==> config.mk <==
export PLATFORM = sky130hd
export DESIGN_NAME = smvm_stream_tx
export DESIGN_NICKNAME = d
export VERILOG_FILES = /design/src/rtl/smvm_stream_pkg.sv /design/src/rtl/smvm_stream_tx_buffer.sv /design/src/rtl/smvm_stream_tx.sv
export SDC_FILE = /design/constraint.sdc
export NUM_CORES = 2
export LEC_CHECK = 0
export CAP_MARGIN = 10
export CELL_PAD_IN_SITES_DETAIL_PLACEMENT = 1
export CELL_PAD_IN_SITES_GLOBAL_PLACEMENT = 1
export CORE_MARGIN = 1
export CORE_UTILIZATION = 48
export CTS_CLUSTER_DIAMETER = 100
export DETAILED_ROUTE_END_ITERATION = 6
export GPL_TIMING_DRIVEN = 0
export MAX_ROUTING_LAYER = met4
export PLACE_DENSITY_LB_ADDON = 0.15
export SLEW_MARGIN = 5
export SYNTH_ARGS = -nofsm -noshare
export SYNTH_HDL_FRONTEND = slang
export SYNTH_HIERARCHICAL = 1
export SYNTH_SLANG_ARGS = --single-unit
==> constraint.sdc <==
create_clock -name clk -period 5.2 [get_ports clk]
set_clock_uncertainty 0.1 [all_clocks]
set_input_delay 0.52 -clock clk [delete_from_list [all_inputs] [get_ports clk]]
set_output_delay 0.52 -clock clk [all_outputs]
set_load 0.02 [all_outputs]
==> src/rtl/smvm_stream_pkg.sv <==
// Shared types and constants for the SMVM stream transmitter.
// Word kinds, FSM states, field widths and payload offsets.
package smvm_stream_pkg;

  localparam int DIM_W  = 9;
  localparam int VAL_W  = 8;
  localparam int WORD_W = 18;

  localparam logic [1:0] KIND_HDR = 2'd0;
  localparam logic [1:0] KIND_VEC = 2'd1;
  localparam logic [1:0] KIND_ENT = 2'd2;
  localparam logic [1:0] KIND_END = 2'd3;

  localparam int HDR_COLS_LSB = 0;
  localparam int HDR_ROWS_LSB = 9;

  localparam int ENT_VAL_LSB  = 0;
  localparam int ENT_COL_LSB  = 8;
  localparam int ENT_LAST_BIT = 17;

  typedef enum logic [2:0] {
    LOAD,
    TX_ROWS,
    TX_COLS,
    TX_VEC,
    TX_VAL,
    TX_IDX,
    GAP
  } state_t;

  typedef struct packed {
    logic             last;
    logic [DIM_W-1:0] col;
    logic [VAL_W-1:0] val;
  } ent_t;

  function automatic ent_t unpack_ent(
    input logic [WORD_W-1:0] w
  );
    ent_t e;
    e.val  = w[ENT_VAL_LSB +: VAL_W];
    e.col  = w[ENT_COL_LSB +: DIM_W];
    e.last = w[ENT_LAST_BIT];
    return e;
  endfunction

endpackage

==> src/rtl/smvm_stream_tx_buffer.sv <==
// Frame buffer for the SMVM stream transmitter (smvm_frame_buffer).
// Vector and entry memories; reads past the filled length return zero.
module smvm_frame_buffer
  import smvm_stream_pkg::*;
#(
  parameter int MAX_COLS = 256,
  parameter int MAX_NNZ  = 64,
  parameter int VAW      = $clog2(MAX_COLS),
  parameter int EAW      = $clog2(MAX_NNZ),
  parameter int NW       = EAW + 1
) (
  input  logic             clk,
  input  logic             vec_we,
  input  logic [VAW-1:0]   vec_waddr,
  input  logic [VAL_W-1:0] vec_wdata,
  input  logic [DIM_W-1:0] vec_raddr,
  input  logic [DIM_W-1:0] vec_len,
  output logic [VAL_W-1:0] vec_rdata,
  input  logic             ent_we,
  input  logic [EAW-1:0]   ent_waddr,
  input  ent_t             ent_wdata,
  input  logic [NW-1:0]    ent_raddr,
  input  logic [NW-1:0]    ent_len,
  output ent_t             ent_rdata
);

  logic [VAL_W-1:0] vec_mem [MAX_COLS];
  ent_t             ent_mem [MAX_NNZ];

  // Host-side writes during LOAD.
  always_ff @(posedge clk) begin
    if (vec_we) vec_mem[vec_waddr] <= vec_wdata;
    if (ent_we) ent_mem[ent_waddr] <= ent_wdata;
  end

  // Slots never written this frame read as zero padding.
  always_comb begin
    vec_rdata = '0;
    ent_rdata = '0;
    if (vec_raddr < vec_len)
      vec_rdata = vec_mem[vec_raddr[VAW-1:0]];
    if (ent_raddr < ent_len)
      ent_rdata = ent_mem[ent_raddr[EAW-1:0]];
  end

endmodule

==> src/rtl/smvm_stream_tx.sv <==
// SMVM stream transmitter: buffers one host frame, then streams it.
// Optional macro STREAM_TX_COLCHK_EN flags ENT columns >= cols.
module smvm_stream_tx
  import smvm_stream_pkg::*;
#(
  parameter int K          = 4,
  parameter int MAX_COLS   = 256,
  parameter int MAX_NNZ    = 64,
  parameter int GAP_CYCLES = 8
) (
  input  logic              clk,
  input  logic              rst,
  input  logic              s_valid,
  output logic              s_ready,
  input  logic [1:0]        s_kind,
  input  logic [WORD_W-1:0] s_data,
  output logic [VAL_W-1:0]  tx_val,
  output logic              tx_ipv,
  output logic              tx_valid,
  output logic              busy,
  output logic              err,
  output logic              frame_done
);

  localparam int VAW = $clog2(MAX_COLS);
  localparam int EAW = $clog2(MAX_NNZ);
  localparam int NW  = EAW + 1;
  localparam int GW  = $clog2(GAP_CYCLES + 1);

  localparam logic [DIM_W-1:0] MAX_COLS_V = DIM_W'(MAX_COLS);
  localparam logic [NW-1:0]    MAX_NNZ_V  = NW'(MAX_NNZ);
  localparam logic [GW-1:0]    GAP_LAST   = GW'(GAP_CYCLES - 1);

  state_t           state, state_d;
  logic [DIM_W-1:0] rows, rows_d;
  logic [DIM_W-1:0] cols, cols_d;
  logic [DIM_W-1:0] vec_cnt, vec_cnt_d;
  logic [NW-1:0]    nnz, nnz_d;
  logic             hdr_seen, hdr_seen_d;
  logic [DIM_W-1:0] vcnt, vcnt_d;
  logic [NW-1:0]    ecnt, ecnt_d;
  logic [GW-1:0]    gcnt, gcnt_d;
  logic             err_d, busy_d, s_ready_d;
  logic             frame_done_d, tx_valid_d, tx_ipv_d;
  logic [VAL_W-1:0] tx_val_d;

  logic             hs;
  logic [DIM_W-1:0] hdr_rows, hdr_cols;
  logic             hdr_bad;
  ent_t             ent_in;
  logic             vec_we, ent_we;
  logic [VAL_W-1:0] vec_rdata;
  ent_t             ent_rdata;
  logic [NW-1:0]    pad_nnz;

  assign hs       = s_valid && s_ready;
  assign hdr_rows = s_data[HDR_ROWS_LSB +: DIM_W];
  assign hdr_cols = s_data[HDR_COLS_LSB +: DIM_W];
  assign hdr_bad  = (hdr_rows == '0) || (hdr_cols == '0) ||
                    (hdr_cols > MAX_COLS_V);
  assign ent_in   = unpack_ent(s_data);
  assign pad_nnz  = NW'((int'(nnz) + K - 1) / K * K);

  smvm_frame_buffer #(
    .MAX_COLS (MAX_COLS),
    .MAX_NNZ  (MAX_NNZ)
  ) u_buf (
    .clk       (clk),
    .vec_we    (vec_we),
    .vec_waddr (vec_cnt[VAW-1:0]),
    .vec_wdata (s_data[VAL_W-1:0]),
    .vec_raddr (vcnt),
    .vec_len   (vec_cnt),
    .vec_rdata (vec_rdata),
    .ent_we    (ent_we),
    .ent_waddr (nnz[EAW-1:0]),
    .ent_wdata (ent_in),
    .ent_raddr (ecnt),
    .ent_len   (nnz),
    .ent_rdata (ent_rdata)
  );

  // FSM state register.
  always_ff @(posedge clk or posedge rst) begin
    if (rst) state <= LOAD;
    else     state <= state_d;
  end

  // Next state, counter updates and next registered outputs.
  always_comb begin
    state_d      = state;
    rows_d       = rows;
    cols_d       = cols;
    vec_cnt_d    = vec_cnt;
    nnz_d        = nnz;
    hdr_seen_d   = hdr_seen;
    vcnt_d       = vcnt;
    ecnt_d       = ecnt;
    gcnt_d       = gcnt;
    err_d        = err;
    busy_d       = busy;
    s_ready_d    = s_ready;
    frame_done_d = 1'b0;
    tx_valid_d   = 1'b0;
    tx_val_d     = '0;
    tx_ipv_d     = 1'b0;
    vec_we       = 1'b0;
    ent_we       = 1'b0;
    unique case (state)
      LOAD: begin
        s_ready_d = 1'b1;
        busy_d    = 1'b0;
        if (hs) begin
          unique case (s_kind)
            KIND_HDR: begin
              rows_d     = hdr_rows;
              cols_d     = hdr_cols;
              vec_cnt_d  = '0;
              nnz_d      = '0;
              err_d      = hdr_bad;
              hdr_seen_d = !hdr_bad;
            end
            KIND_VEC: begin
              if (!hdr_seen || vec_cnt == cols) begin
                err_d = 1'b1;
              end else begin
                vec_we    = 1'b1;
                vec_cnt_d = vec_cnt + DIM_W'(1);
              end
            end
            KIND_ENT: begin
              if (!hdr_seen || nnz == MAX_NNZ_V) begin
                err_d = 1'b1;
              end else begin
                ent_we = 1'b1;
                nnz_d  = nnz + NW'(1);
              end
`ifdef STREAM_TX_COLCHK_EN
              if (hdr_seen && ent_in.col >= cols)
                err_d = 1'b1;
`endif
            end
            KIND_END: begin
              if (!hdr_seen) begin
                err_d = 1'b1;
              end else begin
                if (vec_cnt < cols) err_d = 1'b1;
                state_d   = TX_ROWS;
                s_ready_d = 1'b0;
                busy_d    = 1'b1;
              end
            end
          endcase
        end
      end
      TX_ROWS: begin
        tx_valid_d           = 1'b1;
        {tx_val_d, tx_ipv_d} = rows;
        state_d              = TX_COLS;
      end
      TX_COLS: begin
        tx_valid_d           = 1'b1;
        {tx_val_d, tx_ipv_d} = cols;
        vcnt_d               = '0;
        state_d              = TX_VEC;
      end
      TX_VEC: begin
        tx_valid_d = 1'b1;
        tx_val_d   = vec_rdata;
        vcnt_d     = vcnt + DIM_W'(1);
        if (vcnt == cols - DIM_W'(1)) begin
          vcnt_d  = '0;
          ecnt_d  = '0;
          gcnt_d  = '0;
          state_d = (nnz == '0) ? GAP : TX_VAL;
        end
      end
      TX_VAL: begin
        tx_valid_d = 1'b1;
        tx_val_d   = ent_rdata.val;
        tx_ipv_d   = ent_rdata.last;
        state_d    = TX_IDX;
      end
      TX_IDX: begin
        tx_valid_d           = 1'b1;
        {tx_val_d, tx_ipv_d} = ent_rdata.col;
        if (ecnt == pad_nnz - NW'(1)) begin
          ecnt_d  = '0;
          gcnt_d  = '0;
          state_d = GAP;
        end else begin
          ecnt_d  = ecnt + NW'(1);
          state_d = TX_VAL;
        end
      end
      GAP: begin
        gcnt_d = gcnt + GW'(1);
        if (gcnt == GAP_LAST) begin
          frame_done_d = 1'b1;
          gcnt_d       = '0;
          vec_cnt_d    = '0;
          nnz_d        = '0;
          vcnt_d       = '0;
          ecnt_d       = '0;
          hdr_seen_d   = 1'b0;
          state_d      = LOAD;
        end
      end
      default: state_d = LOAD;
    endcase
  end

  // Counters, header fields and registered outputs.
  always_ff @(posedge clk or posedge rst) begin
    if (rst) begin
      rows       <= '0;
      cols       <= '0;
      vec_cnt    <= '0;
      nnz        <= '0;
      hdr_seen   <= 1'b0;
      vcnt       <= '0;
      ecnt       <= '0;
      gcnt       <= '0;
      err        <= 1'b0;
      busy       <= 1'b0;
      s_ready    <= 1'b1;
      frame_done <= 1'b0;
      tx_valid   <= 1'b0;
      tx_val     <= '0;
      tx_ipv     <= 1'b0;
    end else begin
      rows       <= rows_d;
      cols       <= cols_d;
      vec_cnt    <= vec_cnt_d;
      nnz        <= nnz_d;
      hdr_seen   <= hdr_seen_d;
      vcnt       <= vcnt_d;
      ecnt       <= ecnt_d;
      gcnt       <= gcnt_d;
      err        <= err_d;
      busy       <= busy_d;
      s_ready    <= s_ready_d;
      frame_done <= frame_done_d;
      tx_valid   <= tx_valid_d;
      tx_val     <= tx_val_d;
      tx_ipv     <= tx_ipv_d;
    end
  end

endmodule

==> summary.txt <==
Layout
  • Register area: 97900 µm²
  • Filler cells: 22400
  • Area of the multi-input gates: 29100 µm²
  • Final nets: 6507
  • Final design instance area without fill: approximately 150000 µm²
  • P&R area growth vs syn: 14.8%
  • Share of cells above drive strength 1: 0.282

Floorplan
  • DIE WIDTH: 518 µm
  • Core ar.: 263000 µm²
  • Die area: 268000 µm²
  • Starting Density: 0.485
  • # rows: ~190
  • Io pins: 37
  • Die Y: 518 µm

Worst hold path
  • Worst Hold Class: in2reg

Timing
  • Final hold violation count: 0
  • Slew Limit Fails: 11
  • Worst Tran Pin Value: 1.56 ns
  • F_max: approximately 0.18 GHz
  • Final hold slack: between 0.03 and 0.04 ns
  • Final setup margin: -0.244 ns
  • Final setup fails: 38
  • Period Utilization, post-route: 1.05
  • Setup tns final: -1.76 ns
  • Minimum clock period after layout: around 5.4 ns
  • Slew HR: -0.0420
  • RSZ-0062 raised after global routing: true

CTS
  • Max Buffers Root-to-Sink: 4
  • Num CTS Buffers: roughly 340
  • Clock-pin slew on the worst setup and hold paths: 0.06 ns
  • Clk sinks: 3272
  • H-tree levels: 5
  • CTS tree: built
  • Worst skew pair latency: 0.92 ns
  • CTS root buf: clkbuf_16

Route
  • Post-route ant nets: 0
  • Uppermost layer routed: met4
  • Routed length per placed instance: ~37 µm
  • DR DRC count: 0
  • M1 WL: 160 mm
  • DR iter-0 viols: 9451
  • First-pass iteration count of the detailed router: 5
  • Vias: 66700
  • Drt via density: 6.50
  • Routed WL: 382 mm
  • Metal3 WL: 38.3 mm
  • Length of routed met2 wiring: around 170 mm

Critical path
  • Critical path peak fanout: 10
  • CP required: 5.73 ns
  • Element type at the critical path start: register
  • Critical Path End Type: register
  • Crit path kind: reg2reg
  • Crit path arrival time: 5.97 ns
  • Reg-to-reg slack, setup: -0.24 ns

Run
  • Max-cap violations: 1

Yosys
  • Syn Area/Cell: 21.4 µm²
  • Count leader, synth: edfxtp_1
  • Synth Register Bits: 3272
  • Xor/xnor share of the synthesized area: 0.00172
  • Area fraction of the dominant cell type after synthesis: 0.753
  • Cell taking the most area after synthesis: edfxtp_1
  • Ys async rst share: 0.0220
  • Gate count after technology mapping: 5959
  • Largest family of logic cells by synthesized area: multiplexers
  • Synth Flop Type: edfxtp_1
  • Seq/Total Area, Yosys: 0.767
  • Post-synthesis mux area share: 0.163
  • Synth Net Count: 6013
  • Synth Area in Simple Gates: 0.0247
  • Synth warnings: 6
  • Synth unique cells: 74
  • Post-Synth Adder-Cell Area: 0.00304
  • Area contributors post-synth: edfxtp_1 (75%), mux4_2 (14%), mux2i_1 (1.8%)
  • Syn Std Cell Area: 128000 µm²
  • Top post-synthesis cells by count: edfxtp_1 (3200), mux4_2 (808), nor2_1 (404)
  • Synth Area in Compound Gates: 0.0260
  • EDFF count, synth: 3200

Outcome
  • Outcome: complete, but fails checks
  • Failing checks: capacitance limit, slew limit, setup timing

Place
  • DP Worst Slack: -0.864 ns
  • Routability Congestion: 0.905
  • Port Buffer Count: 36
  • HPWL after DPL: approximately 260 mm
  • DP Area: between 100000 and 150000 µm²

Pwr
  • Pwr Density: 364 nW/µm²
  • Leakage dissipation: 46.3 nW
  • Max VDD drop: 0.570 mV

Global route
  • Pin count of the biggest net entering global routing: 161
  • Vias in the first global route: ~66000
  • Total GRT Usage: 0.291
  • Global-route wire length before repair: 527 mm
  • Overflow after GRT: 0
  • Initial antenna violation count: 25
-- power by group --
part           switching [mW]  leakage (nW)  internal (mW)  total [mW]
clock                    10.2          5.25           13.6        23.8
combinational           0.514          11.4         0.0835       0.598
sequential            0.00238          29.7           28.9        28.9
-- worst max-delay path, cell delays in order (launching register included) --
cell	delay, ns
dfrtp_1	0.51
buf_2	0.45
buf_2	0.35
clkbuf_1	1.02
mux4_2	0.46
a2111oi_0	1.13
a2111oi_0	0.17
nand2_1	0.15
nand3_1	0.16
mux2i_1	0.19
o221ai_1	0.41
-- area by class of cell --
cell class              instances  share of cell area
diodes                         11            0.000188
plain buffers                 329              0.0126
clock buffers                 409              0.0604
clock inverters               207              0.0129
inverters                      43             0.00112
multi-input cells            2313               0.199
flip-flops and latches       3272               0.668
well taps                    3515              0.0300
repair buffers                156              0.0164
-- state kept, by name (all words and copies together) (netlist names) --
name	flops
gcnt	4
hdr_seen	1
u_buf/vec_mem	2048
vcnt	9
vec_cnt	9
u_buf/ent_mem	1152
tx_ipv	1
s_ready	1
state	3
busy	1
err	1
cols	9
tx_val	8
tx_valid	1
ecnt	7
nnz	7
rows	9
frame_done	1
-- layer usage --
layer | track usage | up-vias
li1 | - | 26100
met1 | 0.423 | 36700
met2 | 0.425 | 3409
met3 | 0.0608 | 535
met4 | 0.0711 | 0
met5 | - | -
-- stage by stage --
step,util,instances,power [mW]
floorplan,-,5959,29.5
global placement,0.503,9510,30.3
detailed placement,0.510,9613,30.1
CTS,0.553,10200,53.7
global route,0.556,10300,54.6
finish,0.556,10300,53.4
-- final timing paths --
kind | cells past startpoint | from | endpoint
worst max-delay path | 10 | vcnt[1]$_DFFE_PP0P_ | tx_val[1]$_DFF_PP0_
worst min-delay path | 1 | s_data[4] | u_buf/ent_mem[44][4]$_DFFE_PP_
worst max register to register | 10 | vcnt[1]$_DFFE_PP0P_ | tx_val[1]$_DFF_PP0_
worst min register to register | 1 | rows[1]$_DFFE_PP0P_ | rows[1]$_DFFE_PP0P_
max in group asynchronous | 4 | rst | rows[5]$_DFFE_PP0P_
min in group asynchronous | 3 | rst | tx_valid$_DFF_PP0_
-- logic make-up (layout without fill, tap and decap cells) --
family / after synthesis / in the layout
DFF: 3272 / 3272
muxes: 1063 / 1063
and+or+nand+nor: 717 / 717
AOI/OAI and AO/OA: 477 / 477
buffers and inverters: 374 / 1144
adders and majority gates: 31 / 31
xor gates and xnor gates: 25 / 25
other: 0 / 11
-- timing repair --
action / CTS / global route
buffers inserted: 0 / 5
resized for setup: 180 / 209
endpoints found under the hold margin: 264 / 0
setup endpoints to repair: 1269 / 1503
pin swaps: 0 / 1
hold buffers: 10 / 0
-- layout by cell type (no fill, tap or decap), types with 31 or more instances in the layout --
master / count
a22oi_1: 52
buf_4: 48
o22ai_1: 98
o221ai_1: 36
buf_8: 73
edfxtp_1: 3200
nor2_4: 109
ha_1: 31
clkinv_1: 77
clkinv_2: 61
buf_2: 87
mux4_2: 808
nor2_2: 118
a21oi_1: 72
nor2_1: 178
nand2_1: 114
clkbuf_16: 343
nand3_1: 49
mux2i_1: 229
o21ai_0: 42
buf_6: 34
clkbuf_1: 176
inv_1: 42
a211oi_1: 33
dfrtp_1: 71
Note: power is estimated with default switching activity, not from simulation.
